### src/rtl/vram_arbiter.sv
// vram_arbiter: round-robin sharing of video memory port 1 between requesters A and B.
// Define VRAM_ARBITER_CLEAR_EN to build in the whole-memory clear sequencer.
module vram_arbiter #(
   parameter int unsigned            P_data_bits   = 8,
   parameter int unsigned            P_addr_bits   = 12,
   parameter logic [P_data_bits-1:0] P_clear_value = 8'h20
) (
   input  logic                   I_clock,
   input  logic                   I_reset,
   input  logic                   I_a_req,
   input  logic                   I_a_wren,
   input  logic [P_addr_bits-1:0] I_a_addr,
   input  logic [P_data_bits-1:0] I_a_data,
   output logic                   O_a_ack,
   output logic                   O_a_valid,
   output logic [P_data_bits-1:0] O_a_data,
   input  logic                   I_b_req,
   input  logic                   I_b_wren,
   input  logic [P_addr_bits-1:0] I_b_addr,
   input  logic [P_data_bits-1:0] I_b_data,
   output logic                   O_b_ack,
   output logic                   O_b_valid,
   output logic [P_data_bits-1:0] O_b_data,
   input  logic                   I_clear_start,
   output logic                   O_busy,
   output logic                   O_mem_clock,
   output logic [P_addr_bits-1:0] O_mem_addr,
   output logic                   O_mem_rden,
   output logic                   O_mem_wren,
   output logic [P_data_bits-1:0] O_mem_data,
   input  logic [P_data_bits-1:0] I_mem_data
);

   logic                   grant_a, grant_b;
   logic                   last_b_q, last_b_d;
   logic                   clr_active, clr_issue;
   logic [P_addr_bits-1:0] clr_addr;

   logic [P_addr_bits-1:0] mem_addr_q, mem_addr_d;
   logic [P_data_bits-1:0] mem_data_q, mem_data_d;
   logic                   mem_wren_q, mem_wren_d;
   logic                   mem_rden_q, mem_rden_d;

   // Two-stage read tag: stage 1 tracks the access on the bus, stage 2 the memory output.
   logic                   tag1_rd_q, tag1_b_q;
   logic                   tag2_rd_q, tag2_b_q;

   logic                   a_ack_q, b_ack_q;
   logic                   a_valid_q, a_valid_d;
   logic                   b_valid_q, b_valid_d;
   logic [P_data_bits-1:0] a_data_q, a_data_d;
   logic [P_data_bits-1:0] b_data_q, b_data_d;

`ifdef VRAM_ARBITER_CLEAR_EN
   typedef enum logic [0:0] {StIdle, StClear} clr_state_e;

   clr_state_e             state_q, state_d;
   logic [P_addr_bits-1:0] clr_addr_q, clr_addr_d;

   always_comb begin
      state_d    = state_q;
      clr_addr_d = clr_addr_q;
      clr_issue  = 1'b0;
      case (state_q)
         StIdle: begin
            if (I_clear_start) begin
               state_d    = StClear;
               clr_addr_d = '0;
            end
         end
         StClear: begin
            clr_issue  = 1'b1;
            clr_addr_d = clr_addr_q + {{(P_addr_bits-1){1'b0}}, 1'b1};
            if (&clr_addr_q) begin
               state_d = StIdle;
            end
         end
         default: state_d = StIdle;
      endcase
   end

   always_ff @(posedge I_clock or posedge I_reset) begin
      if (I_reset) begin
         state_q    <= StIdle;
         clr_addr_q <= '0;
      end else begin
         state_q    <= state_d;
         clr_addr_q <= clr_addr_d;
      end
   end

   assign clr_active = (state_q == StClear);
   assign clr_addr   = clr_addr_q;
   assign O_busy     = clr_active;
`else
   logic unused_clear_start;

   assign unused_clear_start = I_clear_start;
   assign clr_active         = 1'b0;
   assign clr_issue          = 1'b0;
   assign clr_addr           = '0;
   assign O_busy             = 1'b0;
`endif

   // A tie goes to whichever requester was not granted last.
   always_comb begin
      grant_a = 1'b0;
      grant_b = 1'b0;
      if (!clr_active) begin
         if (I_a_req && I_b_req) begin
            grant_a = last_b_q;
            grant_b = ~last_b_q;
         end else begin
            grant_a = I_a_req;
            grant_b = I_b_req;
         end
      end
   end

   always_comb begin
      last_b_d = last_b_q;
      if (grant_b) begin
         last_b_d = 1'b1;
      end else if (grant_a) begin
         last_b_d = 1'b0;
      end
   end

   always_comb begin
      mem_addr_d = mem_addr_q;
      mem_data_d = mem_data_q;
      mem_wren_d = 1'b0;
      mem_rden_d = 1'b0;
      if (clr_issue) begin
         mem_addr_d = clr_addr;
         mem_data_d = P_clear_value;
         mem_wren_d = 1'b1;
      end else if (grant_a) begin
         mem_addr_d = I_a_addr;
         mem_data_d = I_a_data;
         mem_wren_d = I_a_wren;
         mem_rden_d = ~I_a_wren;
      end else if (grant_b) begin
         mem_addr_d = I_b_addr;
         mem_data_d = I_b_data;
         mem_wren_d = I_b_wren;
         mem_rden_d = ~I_b_wren;
      end
   end

   always_comb begin
      a_valid_d = tag2_rd_q & ~tag2_b_q;
      b_valid_d = tag2_rd_q & tag2_b_q;
      a_data_d  = a_valid_d ? I_mem_data : a_data_q;
      b_data_d  = b_valid_d ? I_mem_data : b_data_q;
   end

   always_ff @(posedge I_clock or posedge I_reset) begin
      if (I_reset) begin
         last_b_q   <= 1'b1;
         mem_addr_q <= '0;
         mem_data_q <= '0;
         mem_wren_q <= 1'b0;
         mem_rden_q <= 1'b0;
         tag1_rd_q  <= 1'b0;
         tag1_b_q   <= 1'b0;
         tag2_rd_q  <= 1'b0;
         tag2_b_q   <= 1'b0;
         a_ack_q    <= 1'b0;
         b_ack_q    <= 1'b0;
         a_valid_q  <= 1'b0;
         b_valid_q  <= 1'b0;
         a_data_q   <= '0;
         b_data_q   <= '0;
      end else begin
         last_b_q   <= last_b_d;
         mem_addr_q <= mem_addr_d;
         mem_data_q <= mem_data_d;
         mem_wren_q <= mem_wren_d;
         mem_rden_q <= mem_rden_d;
         tag1_rd_q  <= mem_rden_d;
         tag1_b_q   <= grant_b;
         tag2_rd_q  <= tag1_rd_q;
         tag2_b_q   <= tag1_b_q;
         a_ack_q    <= grant_a;
         b_ack_q    <= grant_b;
         a_valid_q  <= a_valid_d;
         b_valid_q  <= b_valid_d;
         a_data_q   <= a_data_d;
         b_data_q   <= b_data_d;
      end
   end

   assign O_mem_clock = I_clock;
   assign O_mem_addr  = mem_addr_q;
   assign O_mem_data  = mem_data_q;
   assign O_mem_wren  = mem_wren_q;
   assign O_mem_rden  = mem_rden_q;
   assign O_a_ack     = a_ack_q;
   assign O_b_ack     = b_ack_q;
   assign O_a_valid   = a_valid_q;
   assign O_b_valid   = b_valid_q;
   assign O_a_data    = a_data_q;
   assign O_b_data    = b_data_q;

endmodule

### config.mk
export PLATFORM = sky130hd
export DESIGN_NAME = vram_arbiter
export DESIGN_NICKNAME = d
export VERILOG_FILES = /design/src/rtl/vram_arbiter.sv
export SDC_FILE = /design/constraint.sdc
export NUM_CORES = 1
export LEC_CHECK = 0
export ABC_AREA = 1
export BUFFER_PORTS_ARGS = -buffer_cell sky130_fd_sc_hd__buf_2
export CAP_MARGIN = 30
export CORE_UTILIZATION = 45
export DETAILED_ROUTE_END_ITERATION = 8
export PLACE_DENSITY = 0.88
export SLEW_MARGIN = 25
export SYNTH_ARGS = -nofsm -noshare
export SYNTH_HDL_FRONTEND = slang
export SYNTH_SLANG_ARGS = --single-unit
### constraint.sdc
create_clock -name I_clock -period 1.55 [get_ports I_clock]
set_clock_uncertainty 0.1 [all_clocks]
set_input_delay 0.155 -clock I_clock [delete_from_list [all_inputs] [get_ports I_clock]]
set_output_delay 0.155 -clock I_clock [all_outputs]
set_load 0.05 [all_outputs]
==> impl_metrics.env <==
export IMPL_final_cell_area_um2=3220
export IMPL_path_delay_family="buffers and inverters"
export IMPL_synth_seq_area_share_pct=55.2
export IMPL_setup_ws_ns=0.0971
export IMPL_vias=2179
export IMPL_synth_nets=315
export IMPL_antenna_left=0
export IMPL_final_max_slew_violation_count=0
export IMPL_post_place_ws_ns=0.171
export IMPL_netlist_area_um2=2040
export IMPL_die_area_um2=4810
export IMPL_path_clk_slew_ns=0.08
export IMPL_synth_top_area_share_pct=53.9
export IMPL_grt_max_degree=22
export IMPL_yosys_warnings=0
export IMPL_wl_um=5790
export IMPL_grt_use_total_pct=27.7
export IMPL_pwr_share_clk_pct=25.6
export IMPL_max_stage_delay_ns=0.20
export IMPL_required_ns=1.29
export IMPL_r2r_end="O_a_data[7]"
export IMPL_internal_power_mw=2.27
export IMPL_hold_viol_final=0
export IMPL_layout_drive_gt1_share_pct=30.4
export IMPL_mostFrequentLayoutCells="nand2_1, buf_2, dlygate4sd3_1"
export IMPL_final_cell_count_no_fill=467
export IMPL_rr_startpoint="tag2_rd_q"
export IMPL_place_gp_congestion=0.810
export IMPL_synthAdderAreaFrac_pct=0
export IMPL_yosys_area_share_simple_pct=27.3
export IMPL_dieHeight_um=69.4
export IMPL_totalNegativeSetupSlack_ns=0
export IMPL_ys_ff_latch=45
export IMPL_crit_chain="clkbuf_8 -> clkbuf_8 -> buf_2"
export IMPL_ir_drop_uv=556
export IMPL_core_area_um2=4350
export IMPL_cp_start_kind="clock port"
export IMPL_viasPerCell=4.67
export IMPL_nets=469
export IMPL_path_buf_inv=3
export IMPL_reg2reg_slack_ns=0.15
export IMPL_rsz0062_at_grt="false"
export IMPL_p_leak_nw=1.92
export IMPL_critPathSlowestCell="buf_2"
export IMPL_p_sw_mw=1.66
export IMPL_maxCapViolations=0
export IMPL_cts_tree="built"
export IMPL_worstSetupPathDepth=3
export IMPL_crit_top_cell="clkbuf_8"
export IMPL_grt_pass1_vias=2339
export IMPL_drc_errors=0
export IMPL_synth_cell_types=16
export IMPL_dp_cells=404
export IMPL_status="finished, final reports clean"
export IMPL_synth_top_family_by_area="simple AND/OR/NAND/NOR gates"
export IMPL_hold_class="primary input to flip-flop"
export IMPL_grt_antenna_before_repair=0
export IMPL_worstPathArrival_ns=1.20
export IMPL_muxShareOfSynthArea_pct=0
export IMPL_netlist_top_cell_by_area="dfrtp_1"
export IMPL_seq_power_share_pct=37.5
export IMPL_portBuffers=96
export IMPL_setup_viol=0
export IMPL_num_rows=24
export IMPL_clk_latency_ns=0.39
export IMPL_mostFrequentLayoutCell="nand2_1"
export IMPL_synthXorXnorAreaFrac_pct=0
export IMPL_grt_ovfl_total=0
export IMPL_fin_util_pct=73.9
export IMPL_io_pins=99
export IMPL_drtIter0Drc=134
export IMPL_p_comb_share_pct=36.9
export IMPL_synth_area_top_cells="dfrtp_1, nand2_1, inv_1"
export IMPL_tightest_slew_ns=0.719
export IMPL_dpl_instance_area_um2=2570
export IMPL_hpwlAfterDp_um=3440
export IMPL_start_util_pct=46.9
export IMPL_synth_compound_area_share_pct=6.25
export IMPL_syn_avg_cell_area_um2=7.86
export IMPL_slew_headroom_pct=52.1
export IMPL_cellPowerDensity_nw_per_um2=1220
export IMPL_post_cts_buffers=0
export IMPL_crit_fanout=2
export IMPL_die_x_um=69.4
export IMPL_switching_share_pct=42.2
export IMPL_wl_per_cell_um=12.4
export IMPL_diodes=0
export IMPL_cp_end_kind="output pin"
export IMPL_cp_endpoint="O_mem_clock"
export IMPL_grt_pass1_wl_um=10300
export IMPL_firstDrtPassIters=4
export IMPL_syn_to_final_growth_pct=57.4
export IMPL_startpoint="I_clock"
export IMPL_path_class="clock port to output pin"
export IMPL_reg2reg_depth=4
export IMPL_synthCells=260
## per-stage QoR
step	total power [mW]	hold slack [ns]
after global routing	4.14	0.0908
after CTS	3.94	0.0572
final	3.92	0.0842
after detailed placement	2.95	0.0591
after floorplan	2.62	0.149
after global placement	2.91	0.0556
## worst min-delay path by stage
stage,start,to,depth (start not counted)
after floorplan,I_a_wren,tag1_rd_q,1
after CTS,I_a_req,O_a_ack,2
after detailed placement,I_reset,tag2_rd_q,2
after global routing,I_a_req,O_a_ack,2
final,I_a_req,O_a_ack,2
after global placement,I_reset,tag2_b_q,2
## kinds of logic after synthesis
family | after synthesis
other | 1
buffers and inverters | 48
DFF | 45
and+or+nand+nor | 147
AOI/OAI and AO/OA | 19
## metal layers
layer | routed length (um) | share of wire (%) | track usage, %
met2 | 2980 | 51 | 46.7
met4 | 213 | 3.7 | 16.1
met3 | 358 | 6.2 | 9.59
met1 | 2250 | 39 | 30.1
met5 | 0 | 0 | 0
## area by class of cell
cell class	instances	area, um^2
fillers	305	1140
flip-flops and latches	45	1130
repair buffers	156	1080
multi-input cells	167	688
inverters	35	131
clock buffers	10	119
well taps	52	65.1
clock inverters	2	10.0
## registers in the layout (all words and copies together) (netlist names)
| signal | cells |
|---|---|
| last_b_q | 1 |
| tag2_rd_q | 1 |
| O_mem_addr | 12 |
| O_a_ack | 1 |
| O_mem_data | 8 |
| O_b_data | 8 |
| O_b_ack | 1 |
| O_a_data | 8 |
| O_a_valid | 1 |
| tag2_b_q | 1 |
| tag1_rd_q | 1 |
| O_b_valid | 1 |
| O_mem_wren | 1 |
## synthesized netlist by cell type (all sizes together)
master    n
nand2   145
dfrtp    44
inv      35
o21ai    18
buf      13
a21boi    1
conb      1
dfstp     1
nor2      1
or2       1
## what timing repair did
action | in CTS | in global routing
gates resized for setup | 0 | 0
endpoints found under the hold margin | 84 | 0
hold buffers | 52 | 0
## power by group through the flow
stage                     clock (mW)  sequential [mW]  combinational (mW)
after floorplan                0.139             2.16               0.330
after global placement         0.123             1.49                1.31
after detailed placement       0.123             1.49                1.34
after CTS                       1.03             1.47                1.43
after global routing            1.09             1.50                1.54
final                           1.00             1.47                1.45
(Power assumes the default switching activity.)
